File: config.mk
export PLATFORM = sky130hd
export DESIGN_NAME = pc_fetch
export DESIGN_NICKNAME = d
export VERILOG_FILES = /design/src/rtl/pc_fetch_pkg.sv /design/src/rtl/pc_fetch_fifo.sv /design/src/rtl/pc_fetch.sv
export SDC_FILE = /design/constraint.sdc
export NUM_CORES = 1
export LEC_CHECK = 0
export BUFFER_PORTS_ARGS = -buffer_cell sky130_fd_sc_hd__buf_4
export CAP_MARGIN = 20
export CORE_MARGIN = 2
export CORE_UTILIZATION = 45
export DETAILED_ROUTE_END_ITERATION = 6
export PLACE_DENSITY_LB_ADDON = 0.08
export SLEW_MARGIN = 20
export SYNTH_ARGS = -nofsm -noshare
export SYNTH_HDL_FRONTEND = slang
export SYNTH_SLANG_ARGS = --single-unit
File: constraint.sdc
create_clock -name clk -period 18.5 [get_ports clk]
set_input_delay 3.7 -clock clk [delete_from_list [all_inputs] [get_ports clk]]
set_output_delay 3.7 -clock clk [all_outputs]
set_load 0.05 [all_outputs]
File: src/rtl/pc_fetch_pkg.sv
// Shared fetch-side definitions: bubble encoding, hold-flag decode,
// and the prefetch entry layout.
package zarv_defs;

    localparam logic [31:0] INST_BUBBLE = 32'h0000_0001;
    localparam logic [2:0]  HOLD_NONE   = 3'd0;
    localparam logic [2:0]  HOLD_STALL  = 3'd1;

    typedef struct packed {
        logic [31:0] addr;
        logic [31:0] inst;
    } fetch_entry_t;

    function automatic logic is_flush(input logic [2:0] h);
        return h > HOLD_STALL;
    endfunction

endpackage

File: src/rtl/pc_fetch_fifo.sv
// Prefetch buffer: DEPTH entries of {addr, inst}, head read combinationally
// from storage, clear takes priority over push/pop.
module fetch_fifo
    import zarv_defs::*;
#(
    parameter int DEPTH = 2,
    localparam int AW = (DEPTH > 1) ? $clog2(DEPTH) : 1,
    localparam int CW = $clog2(DEPTH) + 1
) (
    input  logic            clk,
    input  logic            rst_n,
    input  logic            clear,
    input  logic            push,
    input  fetch_entry_t    push_data,
    input  logic            pop,
    output fetch_entry_t    head,
    output logic [CW-1:0]   count
);

    fetch_entry_t    mem [DEPTH];
    logic [AW-1:0]   wr_ptr;
    logic [AW-1:0]   rd_ptr;

    always_ff @(posedge clk) begin
        if (!rst_n || clear) begin
            wr_ptr <= '0;
            rd_ptr <= '0;
            count  <= '0;
        end else begin
            if (push)
                wr_ptr <= wr_ptr + AW'(1);
            if (pop)
                rd_ptr <= rd_ptr + AW'(1);
            count <= count + CW'(push) - CW'(pop);
        end
    end

    always_ff @(posedge clk) begin
        if (push && !clear)
            mem[wr_ptr] <= push_data;
    end

    assign head = mem[rd_ptr];

endmodule

File: src/rtl/pc_fetch.sv
// Program counter and instruction fetch front end feeding IF/ID:
// request/grant bus with in-order responses, prefetch FIFO, flush redirect.
module pc_fetch
    import zarv_defs::*;
#(
    parameter logic [31:0] RESET_ADDR = 32'h0000_0000,
    parameter int          DEPTH      = 2
) (
    input  logic        clk,
    input  logic        rst_n,
    input  logic [2:0]  hold_flag_i,
    input  logic [31:0] jump_addr_i,
    output logic        ibus_req_o,
    output logic [31:0] ibus_addr_o,
    input  logic        ibus_gnt_i,
    input  logic        ibus_rvalid_i,
    input  logic [31:0] ibus_rdata_i,
    output logic        inst_valid_o,
    output logic [31:0] inst_addr_o,
    output logic [31:0] inst_o
);

    localparam int CW = $clog2(DEPTH) + 1;
    localparam logic [CW:0] DEPTH_L = (CW + 1)'(DEPTH);

    logic [31:0]   req_pc;
    logic [31:0]   resp_pc;
    logic [CW-1:0] outstanding;
    logic [CW-1:0] discard;
    logic [CW-1:0] out_next;
    logic [CW-1:0] count;
    logic [CW:0]   occ;
    logic [31:0]   target;
    fetch_entry_t  head;
    fetch_entry_t  push_data;
    logic          flush;
    logic          hs;
    logic          drop;
    logic          take;
    logic          push;
    logic          pop;

    assign flush  = is_flush(hold_flag_i);
    assign target = jump_addr_i & ~32'h3;
    assign occ    = {1'b0, count} + {1'b0, outstanding};

    assign ibus_req_o = rst_n && (discard == '0) && (occ < DEPTH_L)
                     && (hold_flag_i <= HOLD_STALL);
    assign ibus_addr_o = req_pc;

    assign hs   = ibus_req_o && ibus_gnt_i;
    assign drop = ibus_rvalid_i && (discard != '0);
    assign take = ibus_rvalid_i && (discard == '0);
    assign push = take && !flush;
    assign pop  = inst_valid_o && (hold_flag_i == HOLD_NONE);

    assign out_next = outstanding + CW'(hs) - CW'(ibus_rvalid_i);

    assign push_data.addr = resp_pc;
    assign push_data.inst = ibus_rdata_i;

    fetch_fifo #(.DEPTH(DEPTH)) u_fifo (
        .clk       (clk),
        .rst_n     (rst_n),
        .clear     (flush),
        .push      (push),
        .push_data (push_data),
        .pop       (pop),
        .head      (head),
        .count     (count)
    );

    always_ff @(posedge clk) begin
        if (!rst_n) begin
            req_pc      <= RESET_ADDR;
            resp_pc     <= RESET_ADDR;
            outstanding <= '0;
            discard     <= '0;
        end else begin
            outstanding <= out_next;
            if (flush) begin
                // every fetch still in flight after this edge is stale
                req_pc  <= target;
                resp_pc <= target;
                discard <= out_next;
            end else begin
                if (hs)
                    req_pc <= req_pc + 32'd4;
                if (take)
                    resp_pc <= resp_pc + 32'd4;
                if (drop)
                    discard <= discard - CW'(1);
            end
        end
    end

    assign inst_valid_o = (count != '0);
    assign inst_o       = inst_valid_o ? head.inst : INST_BUBBLE;
    assign inst_addr_o  = inst_valid_o ? head.addr : resp_pc;

    a_cap: assert property (@(posedge clk) disable iff (!rst_n)
        occ <= DEPTH_L);

    a_no_orphan: assert property (@(posedge clk) disable iff (!rst_n)
        ibus_rvalid_i |-> (outstanding != '0));

endmodule

==> results_dict.tcl <==
set metrics [dict create \
    status "complete, no violations" \
    die_area_um2 19800 \
    rsz0062_at_grt "no" \
    drt-total-wl_mm 19.5 \
    yosys_warnings 0 \
    p_seq_share_pct 52.7 \
    synthArstFlopShare_pct 0 \
    antenna_found_initial 0 \
    worstSkewPairLatency_ns 0.43 \
    grt_max_degree 94 \
    die_h_um 141 \
    cp_num_buf_inv 3 \
    synth_edf_count 124 \
    grt_pass1_wl_mm 31.0 \
    tns_ns 0 \
    dieWidth_um 141 \
    cts_setup_buffers 0 \
    start_util_pct 46.3 \
    max_cap_viol_count 0 \
    cts-htree-levels 4 \
    stdcell_count 1114 \
    place_inst 1081 \
    syn_area_um2 8410 \
    worstReg2RegStart "u_fifo.count[0]$_SDFF_PP0_" \
    clockBufferDepth 2 \
    comb_power_share_pct 12.3 \
    numCtsBuffers 17 \
    crit_type "in -> out" \
    drc 0 \
    hold_path_class "reg -> reg" \
    internal-power_mw 0.686 \
    antennaDiodeCount 0 \
    cp_slowest_cell "buf_4" \
    crit_fanout 92 \
    drive_gt1_share_pct 24.0 \
    hpwlAfterDp_mm 13.0 \
    fin_crit_ns 9.23 \
    hp-start "u_fifo.rd_ptr$_SDFFE_PP0P_" \
    wire_per_inst_um 17.5 \
    p_clk_share_pct 35.1 \
    fillers 1552 \
    cp-end-kind "output port" \
    grt_pass1_vias 5958 \
    avgViaCountPerCell 5.36 \
    ys_ff_latch 193 \
    fin_crit_sh_pct 49.9 \
    p_per_area_nw_per_um2 90.7 \
    synthFlopType "edfxtp_1" \
    clock_sinks 193 \
    final_core_util_pct 57.0 \
    clk_pin_slew_ns 0.07 \
    sw_frac_of_total_pct 26.9 \
    arrival_ns 5.53 \
    start_kind "input port" \
    final_cell_mix "buf_4, edfxtp_1, dfxtp_1" \
    cts-root-buf "clkbuf_16" \
    max_stage_delay_ns 0.64 \
    drt-pass1-iter-count 5 \
    cts_tree "built" \
    initialDrtViolationCount 335 \
    globalRoute.totalOverflow 0 \
    netlist_instances 724 \
    syn_to_final_growth_pct 23.1 \
    layout_commonest_cell "buf_4" \
    p_leak_nw 3.74 \
    hold_buffers 0 \
    ff2ff_setup_slack_ns 15.81 \
    place.gp.congestion 0.847 \
    crit_required_ns 14.80 \
    tightest_slew_ns 0.877 \
    crit_family "buffers and inverters" \
    crit_path_cell_trace "buf_4 -> nor2_4 -> buf_4 -> nand2_1 -> nor4b_1 -> buf_4" \
    syn_area_per_cell_um2 11.6 \
    row_count 49 \
    critPathMostFrequentCell "buf_4" \
    clock-skew-final_ns 0.0124 \
    fmax_ghz 0.108 \
    ant_nets 0 \
    via_count 5972 \
    nNetsFinal 951 \
    core_um2 18100 \
    setup_viol 0 \
    r2r-end "ibus_addr_o[17]$_SDFFE_PN0P_" \
    rr_worst_depth 7 \
    hold_path_depth 2 \
    io_buffers 162 \
    p_switching_mw 0.253 \
    final-hold-violation-count 0 \
    maxSlewViolCount 0 \
    yosysSeqAreaShare_pct 60.7 \
    pin_count 169 \
    ir_drop_v 0.0000648 \
    max-slew-margin-rel_pct 41.5 \
    yosysUniqueCellTypes 42 \
    ctsResizeCount 0 \
    grt_use_total_pct 19.8 \
]
per-stage QoR:
step	total power [mW]	area (µm²)	hold slack (ns)	setup WS, ns
floorplan	0.575	8420	0.467	8.90
global placement	0.616	9790	0.498	9.30
detailed placement	0.619	9790	0.505	9.30
CTS	0.946	10300	0.525	9.29
global route	0.975	10300	0.545	9.17
finish	0.939	10300	0.518	9.27
worst reg2reg max path, delay by kind of cell (launching register included):
family | cells | cell delay (ns)
adders and majority gates | 1 | 0.43
AOI/OAI and AO/OA | 1 | 0.07
DFF | 1 | 0.39
xor gates and xnor gates | 1 | 0.16
and+or+nand+nor | 4 | 1.49
power groups by stage:
stage          combinational, mW  sequential (mW)  clock [mW]
6_report                   0.115            0.495       0.329
5_1_grt                    0.124            0.497       0.354
4_1_cts                    0.116            0.494       0.336
3_5_place_dp               0.116            0.504           0
3_3_place_gp               0.113            0.503           0
2_1_floorplan             0.0599            0.515           0
per-layer routing:
layer	track usage [%]	wire, µm	up-vias
met4	5.95	324	0
li1	-	-	2923
met1	27.3	9060	2836
met2	31.2	8900	190
met5	0	0	-
met3	5.03	1190	23
state kept, by name, indices dropped and copies added, names as in the netlist, named ones only:
| name | count |
|---|---|
| outstanding | 2 |
| u_fifo.rd_ptr | 1 |
| resp_pc | 30 |
| discard | 2 |
| u_fifo.count | 2 |
| ibus_addr_o | 30 |
| u_fifo.wr_ptr | 1 |
| u_fifo.mem | 124 |
cells in the mapped netlist (2+ instances only):
cell      number  area share (%)
nand3_1       18             1.1
ha_1           7             1.0
nor4_2         2            0.30
a21oi_1       62             3.7
nand4_1       26             1.9
dfxtp_1       69              16
buf_4          6            0.54
xor2_1        26             2.7
mux2i_1       65             7.7
buf_2          4            0.24
buf_1          3            0.13
nor3_1        11            0.65
xnor2_1       35             3.6
nor3_2         3            0.36
nor2_1        55             2.5
edfxtp_1     124              44
and4_1        10             1.0
and3_1        10            0.74
clkbuf_1      27             1.2
o21ai_0       60             3.6
nand2_1       54             2.4
and2_1         9            0.67
nand4_2        2            0.30
nor4_1         7            0.52
inv_1         12            0.54
worst max-delay path by stage:
stage	start	to	slack [ns]	cells after the start
6_report	hold_flag_i[1]	ibus_req_o	9.27	6
5_1_grt	hold_flag_i[1]	ibus_req_o	9.17	6
4_1_cts	hold_flag_i[1]	ibus_req_o	9.29	6
3_5_place_dp	hold_flag_i[1]	ibus_req_o	9.30	6
3_3_place_gp	hold_flag_i[1]	ibus_req_o	9.30	6
2_1_floorplan	hold_flag_i[1]	ibus_req_o	8.90	4
kinds of logic (layout without fill, tap and decap cells):
| logic type | Yosys count | in the layout | share of synthesized area (%) |
|---|---|---|---|
| fa+ha+maj | 8 | 8 | 1.28 |
| flops | 193 | 193 | 60.7 |
| simple gates | 215 | 215 | 13.3 |
| mux | 65 | 65 | 7.74 |
| buf+inv | 53 | 211 | 2.71 |
| other cells | 1 | 4 | 0.0446 |
| compound gates | 128 | 128 | 7.80 |
| xor+xnor | 61 | 61 | 6.36 |
layout make-up:
class,instances,area (µm²),area share (%)
Multi-Input combinational cell,481,3110,30.1
Clock buffer,18,429,4.15
Clock inverter,14,91.3,0.883
Sequential cell,193,5110,49.4
Inverter,12,45.0,0.435
Timing Repair Buffer,167,1270,12.3
Tap cell,229,287,2.77
Power figures use the tool's default switching activity.
